### src/rtl/nn_pkg.sv
// Shared definitions for the sequential forward layer.
// Contents:
//   DW, FRAC     : data word width and fractional bits (Q(DW-FRAC).FRAC)
//   data_type    : signed data word
//   act_sel_t    : activation selector encoding
//   state_t      : layer controller states
//   saturate()   : clamps a wide signed value to data_type, reports clipping
//   activate()   : applies the selected activation to a saturated word
// Optional feature macro: LEAKY_RELU_EN (act_sel=2 selects leaky ReLU with
// slope 1/8; without it act_sel=2 behaves as ReLU and no shifter exists).
package nn_pkg;

  localparam int DW   = 16;
  localparam int FRAC = 8;
  localparam int WIDE = 64;

  typedef logic signed [DW-1:0] data_type;

  typedef enum logic [1:0] {
    ACT_RELU     = 2'd0,
    ACT_IDENTITY = 2'd1,
    ACT_LEAKY    = 2'd2,
    ACT_RELU_ALT = 2'd3
  } act_sel_t;

  typedef enum logic [1:0] {
    S_IDLE,
    S_MAC,
    S_WB,
    S_DONE
  } state_t;

  typedef struct packed {
    data_type value;
    logic     sat;
  } sat_result_t;

  localparam data_type DATA_MAX = data_type'({1'b0, {(DW-1){1'b1}}});
  localparam data_type DATA_MIN = data_type'({1'b1, {(DW-1){1'b0}}});

  function automatic sat_result_t saturate(input logic signed [WIDE-1:0] v);
    sat_result_t r;
    r.sat   = 1'b0;
    r.value = v[DW-1:0];
    if (v > WIDE'(DATA_MAX)) begin
      r.sat   = 1'b1;
      r.value = DATA_MAX;
    end else if (v < WIDE'(DATA_MIN)) begin
      r.sat   = 1'b1;
      r.value = DATA_MIN;
    end
    return r;
  endfunction

  function automatic data_type activate(input data_type z, input act_sel_t sel);
    case (sel)
      ACT_IDENTITY: return z;
`ifdef LEAKY_RELU_EN
      ACT_LEAKY:    return z[DW-1] ? (z >>> 3) : z;
`endif
      default:      return z[DW-1] ? '0 : z;
    endcase
  endfunction

endpackage

### src/rtl/neuron_mac_lane.sv
// One multiply-accumulate lane of the sequential forward layer.
// Ports:
//   clk, reset : clock, synchronous active-high reset
//   clear      : zero the accumulator (start of a pass)
//   enable     : accumulate weight*x this cycle
//   weight, x  : current product operands
//   bias       : bias of the neuron this lane is serving
//   z          : saturated (acc + bias<<FRAC) >>> FRAC, valid combinationally
//   sat        : z was clipped
module neuron_mac_lane
  import nn_pkg::*;
#(
  parameter int N = 3
) (
  input  logic     clk,
  input  logic     reset,
  input  logic     clear,
  input  logic     enable,
  input  data_type weight,
  input  data_type x,
  input  data_type bias,
  output data_type z,
  output logic     sat
);

  // Wide enough that N full-scale products can never overflow.
  localparam int AW = 2*DW + $clog2(N) + 1;

  logic signed [AW-1:0]   acc;
  logic signed [2*DW-1:0] product;
  logic signed [AW:0]     biased;
  logic signed [AW:0]     shifted;
  sat_result_t            result;

  assign product = (2*DW)'(weight) * (2*DW)'(x);

  always_ff @(posedge clk) begin
    if (reset || clear) begin
      acc <= '0;
    end else if (enable) begin
      acc <= acc + AW'(product);
    end
  end

  // Bias is aligned to the product's 2*FRAC fractional bits before the
  // final arithmetic shift back down to FRAC.
  assign biased  = (AW+1)'(acc) + ((AW+1)'(bias) <<< FRAC);
  assign shifted = biased >>> FRAC;
  assign result  = saturate(WIDE'(shifted));
  assign z       = result.value;
  assign sat     = result.sat;

endmodule

### src/rtl/seq_forward_layer.sv
// Time-multiplexed fully connected layer: a = act(A*x + b) for M neurons with
// N inputs each, using P MAC lanes over ceil(M/P) passes of N+1 cycles.
// Data width and fractional bits come from nn_pkg (DW, FRAC).
// Ports:
//   clk, reset           : clock, synchronous active-high reset
//   in_valid / in_ready  : job handshake (A, x, b, act_sel latched on accept)
//   A                    : weights, element [n][k] at bits (n*N+k)*DW +: DW
//   x                    : inputs, element [k] at bits k*DW +: DW
//   b                    : biases, element [n] at bits n*DW +: DW
//   act_sel              : 0/3 ReLU, 1 identity, 2 leaky (LEAKY_RELU_EN) or ReLU
//   out_valid / out_ready: result handshake
//   a                    : activations, element [n] at bits n*DW +: DW
//   sat_flag             : some neuron of the current result saturated
//   busy                 : controller not idle
// Optional feature macro: LEAKY_RELU_EN (handled inside nn_pkg::activate).
module seq_forward_layer
  import nn_pkg::*;
#(
  parameter int M = 5,
  parameter int N = 3,
  parameter int P = 2
) (
  input  logic              clk,
  input  logic              reset,
  input  logic              in_valid,
  output logic              in_ready,
  input  logic [M*N*DW-1:0] A,
  input  logic [N*DW-1:0]   x,
  input  logic [M*DW-1:0]   b,
  input  logic [1:0]        act_sel,
  output logic              out_valid,
  input  logic              out_ready,
  output logic [M*DW-1:0]   a,
  output logic              sat_flag,
  output logic              busy
);

  localparam int PASSES = (M + P - 1) / P;
  localparam int PW     = (PASSES > 1) ? $clog2(PASSES) : 1;
  localparam int KW     = (N > 1) ? $clog2(N) : 1;
  localparam int MW     = (M > 1) ? $clog2(M) : 1;

  state_t   state, next_state;
  logic [PW-1:0] pass;
  logic [KW-1:0] k;
  logic     accept, lane_clear, lane_enable, last_k, last_pass;

  data_type a_lat [M][N];
  data_type x_lat [N];
  data_type b_lat [M];
  data_type a_reg [M];
  act_sel_t act_lat;

  data_type      lane_w [P];
  data_type      lane_b [P];
  data_type      lane_z [P];
  logic [MW-1:0] lane_n [P];
  logic [P-1:0]  lane_live;
  logic [P-1:0]  lane_sat;

  assign last_k    = (k == KW'(N - 1));
  assign last_pass = (pass == PW'(PASSES - 1));

  always_ff @(posedge clk) begin
    if (reset) state <= S_IDLE;
    else       state <= next_state;
  end

  // Accumulators are cleared on the accepting edge and on every WB edge so
  // each pass starts from zero.
  always_comb begin
    next_state  = state;
    in_ready    = 1'b0;
    accept      = 1'b0;
    lane_clear  = 1'b0;
    lane_enable = 1'b0;
    out_valid   = 1'b0;
    busy        = (state != S_IDLE);
    case (state)
      S_IDLE: begin
        in_ready = !reset;
        if (in_valid && !reset) begin
          accept     = 1'b1;
          lane_clear = 1'b1;
          next_state = S_MAC;
        end
      end
      S_MAC: begin
        lane_enable = 1'b1;
        if (last_k) next_state = S_WB;
      end
      S_WB: begin
        lane_clear = 1'b1;
        next_state = last_pass ? S_DONE : S_MAC;
      end
      S_DONE: begin
        out_valid = 1'b1;
        if (out_ready) next_state = S_IDLE;
      end
      default: next_state = S_IDLE;
    endcase
  end

  // Lane j serves neuron pass*P + j; lanes past M in the final pass are fed
  // zeros and never write back.
  for (genvar j = 0; j < P; j++) begin : g_lane
    logic [31:0] n_full;
    assign n_full       = 32'(pass) * 32'(P) + 32'(j);
    assign lane_live[j] = (n_full < 32'(M));
    assign lane_n[j]    = lane_live[j] ? MW'(n_full) : '0;
    assign lane_w[j]    = lane_live[j] ? a_lat[lane_n[j]][k] : '0;
    assign lane_b[j]    = lane_live[j] ? b_lat[lane_n[j]] : '0;

    neuron_mac_lane #(.N(N)) u_lane (
      .clk    (clk),
      .reset  (reset),
      .clear  (lane_clear),
      .enable (lane_enable),
      .weight (lane_w[j]),
      .x      (x_lat[k]),
      .bias   (lane_b[j]),
      .z      (lane_z[j]),
      .sat    (lane_sat[j])
    );
  end

  always_ff @(posedge clk) begin
    if (reset) begin
      pass     <= '0;
      k        <= '0;
      sat_flag <= 1'b0;
      act_lat  <= ACT_RELU;
      for (int n = 0; n < M; n++) begin
        a_reg[n] <= '0;
        b_lat[n] <= '0;
        for (int c = 0; c < N; c++) a_lat[n][c] <= '0;
      end
      for (int c = 0; c < N; c++) x_lat[c] <= '0;
    end else begin
      case (state)
        S_IDLE: begin
          if (accept) begin
            pass     <= '0;
            k        <= '0;
            sat_flag <= 1'b0;
            act_lat  <= act_sel_t'(act_sel);
            for (int n = 0; n < M; n++) begin
              b_lat[n] <= b[n*DW +: DW];
              for (int c = 0; c < N; c++) a_lat[n][c] <= A[(n*N+c)*DW +: DW];
            end
            for (int c = 0; c < N; c++) x_lat[c] <= x[c*DW +: DW];
          end
        end
        S_MAC: begin
          k <= last_k ? '0 : k + 1'b1;
        end
        S_WB: begin
          for (int j = 0; j < P; j++) begin
            if (lane_live[j]) begin
              a_reg[lane_n[j]] <= activate(lane_z[j], act_lat);
              if (lane_sat[j]) sat_flag <= 1'b1;
            end
          end
          k <= '0;
          if (!last_pass) pass <= pass + 1'b1;
        end
        default: ;
      endcase
    end
  end

  for (genvar n = 0; n < M; n++) begin : g_out
    assign a[n*DW +: DW] = a_reg[n];
  end

endmodule

### config.mk
export PLATFORM = sky130hd
export DESIGN_NAME = seq_forward_layer
export DESIGN_NICKNAME = d
export VERILOG_FILES = /design/src/rtl/nn_pkg.sv /design/src/rtl/neuron_mac_lane.sv /design/src/rtl/seq_forward_layer.sv
export SDC_FILE = /design/constraint.sdc
export NUM_CORES = 2
export LEC_CHECK = 0
export ABC_AREA = 1
export CORE_ASPECT_RATIO = 1.75
export CORE_UTILIZATION = 60
export DETAILED_ROUTE_END_ITERATION = 8
export DONT_BUFFER_PORTS = 1
export PLACE_DENSITY = 0.84
export SYNTH_ARGS = -nofsm -noshare
export SYNTH_HDL_FRONTEND = slang
export SYNTH_SLANG_ARGS = --single-unit
### constraint.sdc
create_clock -name clk -period 11.88 [get_ports clk]
set_clock_uncertainty 0.2 [all_clocks]
set_input_delay 1.782 -clock clk [delete_from_list [all_inputs] [get_ports clk]]
set_output_delay 1.782 -clock clk [all_outputs]
set_load 0.01 [all_outputs]
=== After elaboration in Yosys (flattened, before gate mapping) ===
Memories as Yosys holds them, arrays and structs flattened. A register that Yosys moved wholly into a read port is not among the register bits.
Cells that the tools add are included.

* Register bits: 79
* Latch bits: 0
* Memory bits (writable): 448
* Bits in read-only memories: 0
* Output and inout bits: 84
* Logic and storage cells: 169
* Memories kept: 4

* $add $sub $neg: 7
* $mul: 2
* Div/mod/pow operators: 0
* Magnitude comparators: 7
* Eq/ne operators: 11
* Shifts and indexed selects: 0
* Mux-type cells: 93
* Bitwise gates (word level): 24
* Reductions and logical operators: 14

{| class="wikitable"
|+ Memories
! name !! depth !! width !! rd ports !! clocked after Yosys merged registers in !! write ports !! line !! text
|-
| a_lat || 5 || 48 || 2 || 0 || 5 || seq_forward_layer.sv:48 || <nowiki>data_type a_lat [M][N];</nowiki>
|-
| a_reg || 5 || 16 || 5 || 0 || 5 || seq_forward_layer.sv:51 || <nowiki>data_type a_reg [M];</nowiki>
|-
| b_lat || 5 || 16 || 2 || 0 || 5 || seq_forward_layer.sv:50 || <nowiki>data_type b_lat [M];</nowiki>
|-
| x_lat || 3 || 16 || 1 || 1 || 3 || seq_forward_layer.sv:49 || <nowiki>data_type x_lat [N];</nowiki>
|}

{| class="wikitable"
|+ Operators with widths
! operator !! number
|-
| $mux 16 || 41
|-
| $add 35x24->36 || 2
|-
| $add 35x32->35 || 2
|-
| $mux 17 || 4
|-
| $bmux 16 s2 || 2
|-
| $mul 16x16->32 || 2
|-
| $gt 28x16->1 const B || 2
|-
| $lt 28x16->1 const B || 2
|-
| $reduce_or 16->1 || 2
|-
| $mux 15 || 2
|-
| $mux 1 || 26
|-
| $or 1x1->1 || 23
|-
| $mux 2 || 9
|-
| $mux 3 || 4
|-
| $ne 2x2->1 const B || 5
|-
| $eq 2x2->1 const B || 4
|-
| $pmux 2 s4 || 1
|-
| $pmux 2 s3 || 1
|-
| $reduce_and 2->1 || 3
|-
| $reduce_and 3->1 || 2
|-
| $add 2x1->2 const B || 2
|-
| $add 3x1->4 const B || 1
|-
| $eq 2x1->1 const B || 2
|-
| $lt 4x3->1 const B || 1
|-
| 11 further kinds || 13
|}

=== Longest topological paths before layout ===
An unclocked memory read counts as a cell.

* Word-level depth: 15
* Depth in mapped cells: 42
* Depth with buffers taken out: 37

=== Modules after synthesis ===
A second synthesis with hierarchy kept.

* Cell total of the unflattened synthesis: 6430
* Area, all modules: 51748.4 sq um

{| class="wikitable"
|+ Modules (own cells, without submodules)
! module !! instances !! cells an instance !! area each (sq um) !! seq. area each (sq um)
|-
| seq_forward_layer || 1 || 2224 || 21025.2 || 13673.1
|-
| neuron_mac_lane (g_lane[0].u_lane) || 1 || 2095 || 15372.2 || 700.7
|-
| neuron_mac_lane (g_lane[1].u_lane) || 1 || 2111 || 15351.0 || 700.7
|}

=== Worst setup path after synthesis ===
OpenSTA, ideal clock, no wires.

* Kind: input to register
* Start: input reset
* End: memory a_lat[0][0] (netlist bit), enable pin
* Setup time: 2.729 ns
* Arrival time: 8.837 ns
* Required time: 8.951 ns
* Path slack: 0.115 ns
* Stages on the path: 6
* Path buffers: 3
* Path through: clkbuf_1 -> nor2_1 -> nand2_1 -> clkbuf_1 -> clkbuf_1 -> nand2_1

{| class="wikitable"
|+ RTL lines
! what !! line !! text
|-
| from (decl) || seq_forward_layer.sv:24 || <nowiki>input logic reset,</nowiki>
|-
| to (decl) || seq_forward_layer.sv:48 ||
|}

=== Final worst setup path ===
* Start: register pass[1]
* End: register g_lane[1].u_lane.acc[33]

* Word-level cells in the longest chain between the ends: 10

{| class="wikitable"
|+ RTL lines
! what !! line !! text
|-
| from (decl) || seq_forward_layer.sv:44 || <nowiki>logic [PW-1:0] pass;</nowiki>
|-
| from (signal assigned) || seq_forward_layer.sv:165 || <nowiki>if (!last_pass) pass <= pass + 1'b1;</nowiki>
|-
| $add 3x1->4 (*) || seq_forward_layer.sv:108 || <nowiki>assign n_full = 32'(pass) * 32'(P) + 32'(j);</nowiki>
|-
| $lt 4x3->1 || seq_forward_layer.sv:109 || <nowiki>assign lane_live[j] = (n_full < 32'(M));</nowiki>
|-
| $mux 3 || seq_forward_layer.sv:110 || <nowiki>assign lane_n[j] = lane_live[j] ? MW'(n_full) : '0;</nowiki>
|-
| $mem_v2 5x48 || -- ||
|-
| $bmux 16 s2 || seq_forward_layer.sv:111 || <nowiki>assign lane_w[j] = lane_live[j] ? a_lat[lane_n[j]][k] : '0;</nowiki>
|-
| $mux 16 (implied by the code) (2 in a row) || seq_forward_layer.sv:111 ||
|-
| $mux 16 (*) || seq_forward_layer.sv:111 ||
|-
| $mul 16x16->32 (*) || neuron_mac_lane.sv:35 || <nowiki>assign product = (2*DW)'(weight) * (2*DW)'(x);</nowiki>
|-
| $add 35x32->35 (*) || neuron_mac_lane.sv:41 || <nowiki>acc <= acc + AW'(product);</nowiki>
|-
| to (signal assigned) || neuron_mac_lane.sv:41 ||
|-
| to (decl) || neuron_mac_lane.sv:29 || <nowiki>logic signed [AW-1:0] acc;</nowiki>
|}

Mark *: on every way between the ends. The rest lies on a longest branch, timed or not. The select of a mux whose other input is x is not followed.
A chain may end at the register's enable or synchronous reset.

==> flow_summary.ini <==
[status]
status = finished, violations left
violations = design-rule violations

[cts]
cts_resized = 0
cts.path.max_buffers = 3
ctsHtreeMaxLevel = 2
hold_buffers = 0
clk_latency_ps = 660
cts_num_sinks = 529
clock-root-buffer = clkbuf_16
cts_tree = built
cts_setup_buffers = 0
path_clk_slew_ps = 70
cts_inserted_buffers = 50

[floorplanning]
die_area_sq_mm = 0.0848
die_h_um = 384
die_w_um = 221
std_cell_rows = 139
coreArea_sq_mm = 0.0824
start_util_pct = 60.8
io_pins = 458

[timing]
period_share_pct = 84.5
clock.fmax_ghz = 0.0996
slew_headroom_pct = 17.4
setup_ws_ps = 1840
grt_setup_unrepaired = false
finalCriticalPeriod_ps = 10040
setup_viol = 0
maxSlewViolCount = 0
setup_tns_ps = 0
finalHoldViolations = 0
worst_pin_slew_ps = 1230

[global_routing]
grt_util_met3_pct = 5.69
grtUsageMet1_pct = 37.3
grt_pass1_vias = 40500
grt.total_usage_pct = 35.5
grt_pass1_wl_mm = 223
use_met2_pct = 61.4
antenna_found_initial = 9
grt_max_degree = 207
overflow = 0
grt-busiest-layer = met2

[critical_path]
arrival_ps = 10390
r2r_end = g_lane[1].u_lane.acc[33]
crit_path_max_fanout = 84
rr_startpoint = pass[1]
startpoint_type = register
path_class = reg2reg
reg2reg_depth = 32
slowest_stage = nor2_1
crit_path_end_kind = register
critPathRequiredTime_ps = 12230
reg2reg_setup_slack_ps = 1840
slowest_delay_ps = 750

[routing]
via_count = 39000
drtIter0Drc = 2777
via_per_inst = 5.62
ant_nets = 0
drc = 9
wl_per_cell_um = 21.2
dr.pass1.iters = 9
totalWireLength_mm = 147

[final_layout]
largest_reg_flops = 240
n_fill_cell = 6703
nets = 7097
final_cell_mix = inv_1 (1450), nor2_1 (1076), nand2_1 (868)
syn_to_final_growth_pct = 5.24
drive_gt1_share_pct = 3.90
layout.cells.most_common = inv_1

[synthesis]
synth.avg_cell_area_sq_um = 8.44
yosys_warnings = 0
ys_ff_latch = 529
ys.flop_type = edfxtp_1
synth-edff-count = 448
ys_seq_area_share_pct = 30.1
syn_inst = 5941
synth-async-reset-ratio_pct = 0
yosysUniqueCellTypes = 53
syn-num-nets = 7204
synthesis.area_sq_mm = 0.0501

[placed_design]
place_ws_ps = 2170
port_buffers = 0
place_congestion = 1.02
dp_hpwl_mm = 116

[min_path]
hold_path.class = reg2reg
min_path_cells = 2
worstHoldStart = g_lane[1].u_lane.acc[0]
holdPathEnd = g_lane[1].u_lane.acc[0]

[flow_run]
maxCapViolations = 0
==> per-layer routing <==
metal | share of wire (%) | routed length (um)
met3 | 6.9 | 10100
met5 | 0.035 | 52
met4 | 10 | 14700
met1 | 33 | 48000
met2 | 50 | 74100
==> how the worst max path moves through the flow <==
stage                     startpoint                  endpoint  slack (ps)  cells after the start
after floorplan                reset               a_lat[0][0]         110                      6
after global placement       pass[1]  g_lane[1].u_lane.acc[33]        2350                     32
after detailed placement     pass[1]  g_lane[1].u_lane.acc[33]        2170                     32
after CTS                    pass[1]  g_lane[1].u_lane.acc[33]        2140                     32
after global routing         pass[1]  g_lane[1].u_lane.acc[33]        1170                     32
final                        pass[1]  g_lane[1].u_lane.acc[33]        1840                     32
==> metrics by stage <==
step	hold WS [ps]	instances	utilization [%]	area, sq um
after global routing	287	6938	64.0	52800
after CTS	271	6933	64.0	52800
after global placement	254	6839	61.9	51100
after floorplan	245	5941	-	50100
final	266	6938	64.0	52800
after detailed placement	259	6839	61.9	51100
==> cell usage after synthesis, types with 9 or more instances <==
| master | instances | area share, % |
|---|---|---|
| inv_1 | 1452 | 11 |
| o221ai_1 | 34 | 0.59 |
| o21ai_0 | 146 | 1.5 |
| nor2_1 | 1079 | 8.1 |
| a21oi_1 | 202 | 2.0 |
| xor2_1 | 51 | 0.89 |
| clkbuf_1 | 164 | 1.2 |
| o21ai_1 | 17 | 0.17 |
| clkinv_1 | 10 | 0.075 |
| dfxtp_1 | 81 | 3.2 |
| edfxtp_1 | 448 | 27 |
| nor3_1 | 18 | 0.18 |
| a31oi_1 | 20 | 0.25 |
| nand2_2 | 10 | 0.12 |
| nand3_1 | 109 | 1.1 |
| o311ai_0 | 12 | 0.21 |
| nor2_2 | 9 | 0.11 |
| nand4_1 | 35 | 0.44 |
| ha_1 | 267 | 6.7 |
| a21oi_2 | 19 | 0.33 |
| fa_1 | 622 | 25 |
| inv_2 | 10 | 0.075 |
| or2_2 | 26 | 0.32 |
| o21bai_1 | 12 | 0.18 |
| nand2_1 | 872 | 6.5 |
| xnor2_1 | 44 | 0.77 |
| buf_1 | 21 | 0.16 |
| buf_2 | 13 | 0.13 |
| and2_1 | 23 | 0.29 |
| o211ai_1 | 47 | 0.70 |
==> final cells by class <==
cell class                 count  area [sq um]  share of cell area [%]
antenna                        5          12.5                  0.0237
multi-input combinational   3740         28800                    54.6
sequential                   529         15100                    28.6
clock inverter                36           379                   0.718
inverter                    1472          5530                    10.5
clock buffer                  58          1320                    2.51
tap                         1057          1320                    2.51
timing repair buffer          41           333                   0.631
==> critical path: cells and delay by family (launching register included) <==
kind / cells / cell delay, ps
adder cells (fa/ha/maj): 8 / 3940
AND/OR/NAND/NOR: 8 / 1760
buffers and inverters: 8 / 1670
AO/OA/AOI/OAI: 7 / 1780
XOR/XNOR: 1 / 160
flip-flops: 1 / 380
==> kinds of logic after synthesis <==
logic type | synth area share [%]
flip-flops | 30.1
AND/OR/NAND/NOR | 17.6
multiplexers | 0.0399
adder cells (fa/ha/maj) | 31.5
buffers and inverters | 12.6
AO/OA/AOI/OAI | 6.55
XOR/XNOR | 1.66
Power is not shown: default switching activity piles up to over one toggle a cycle in this logic, so the estimate is an artifact.
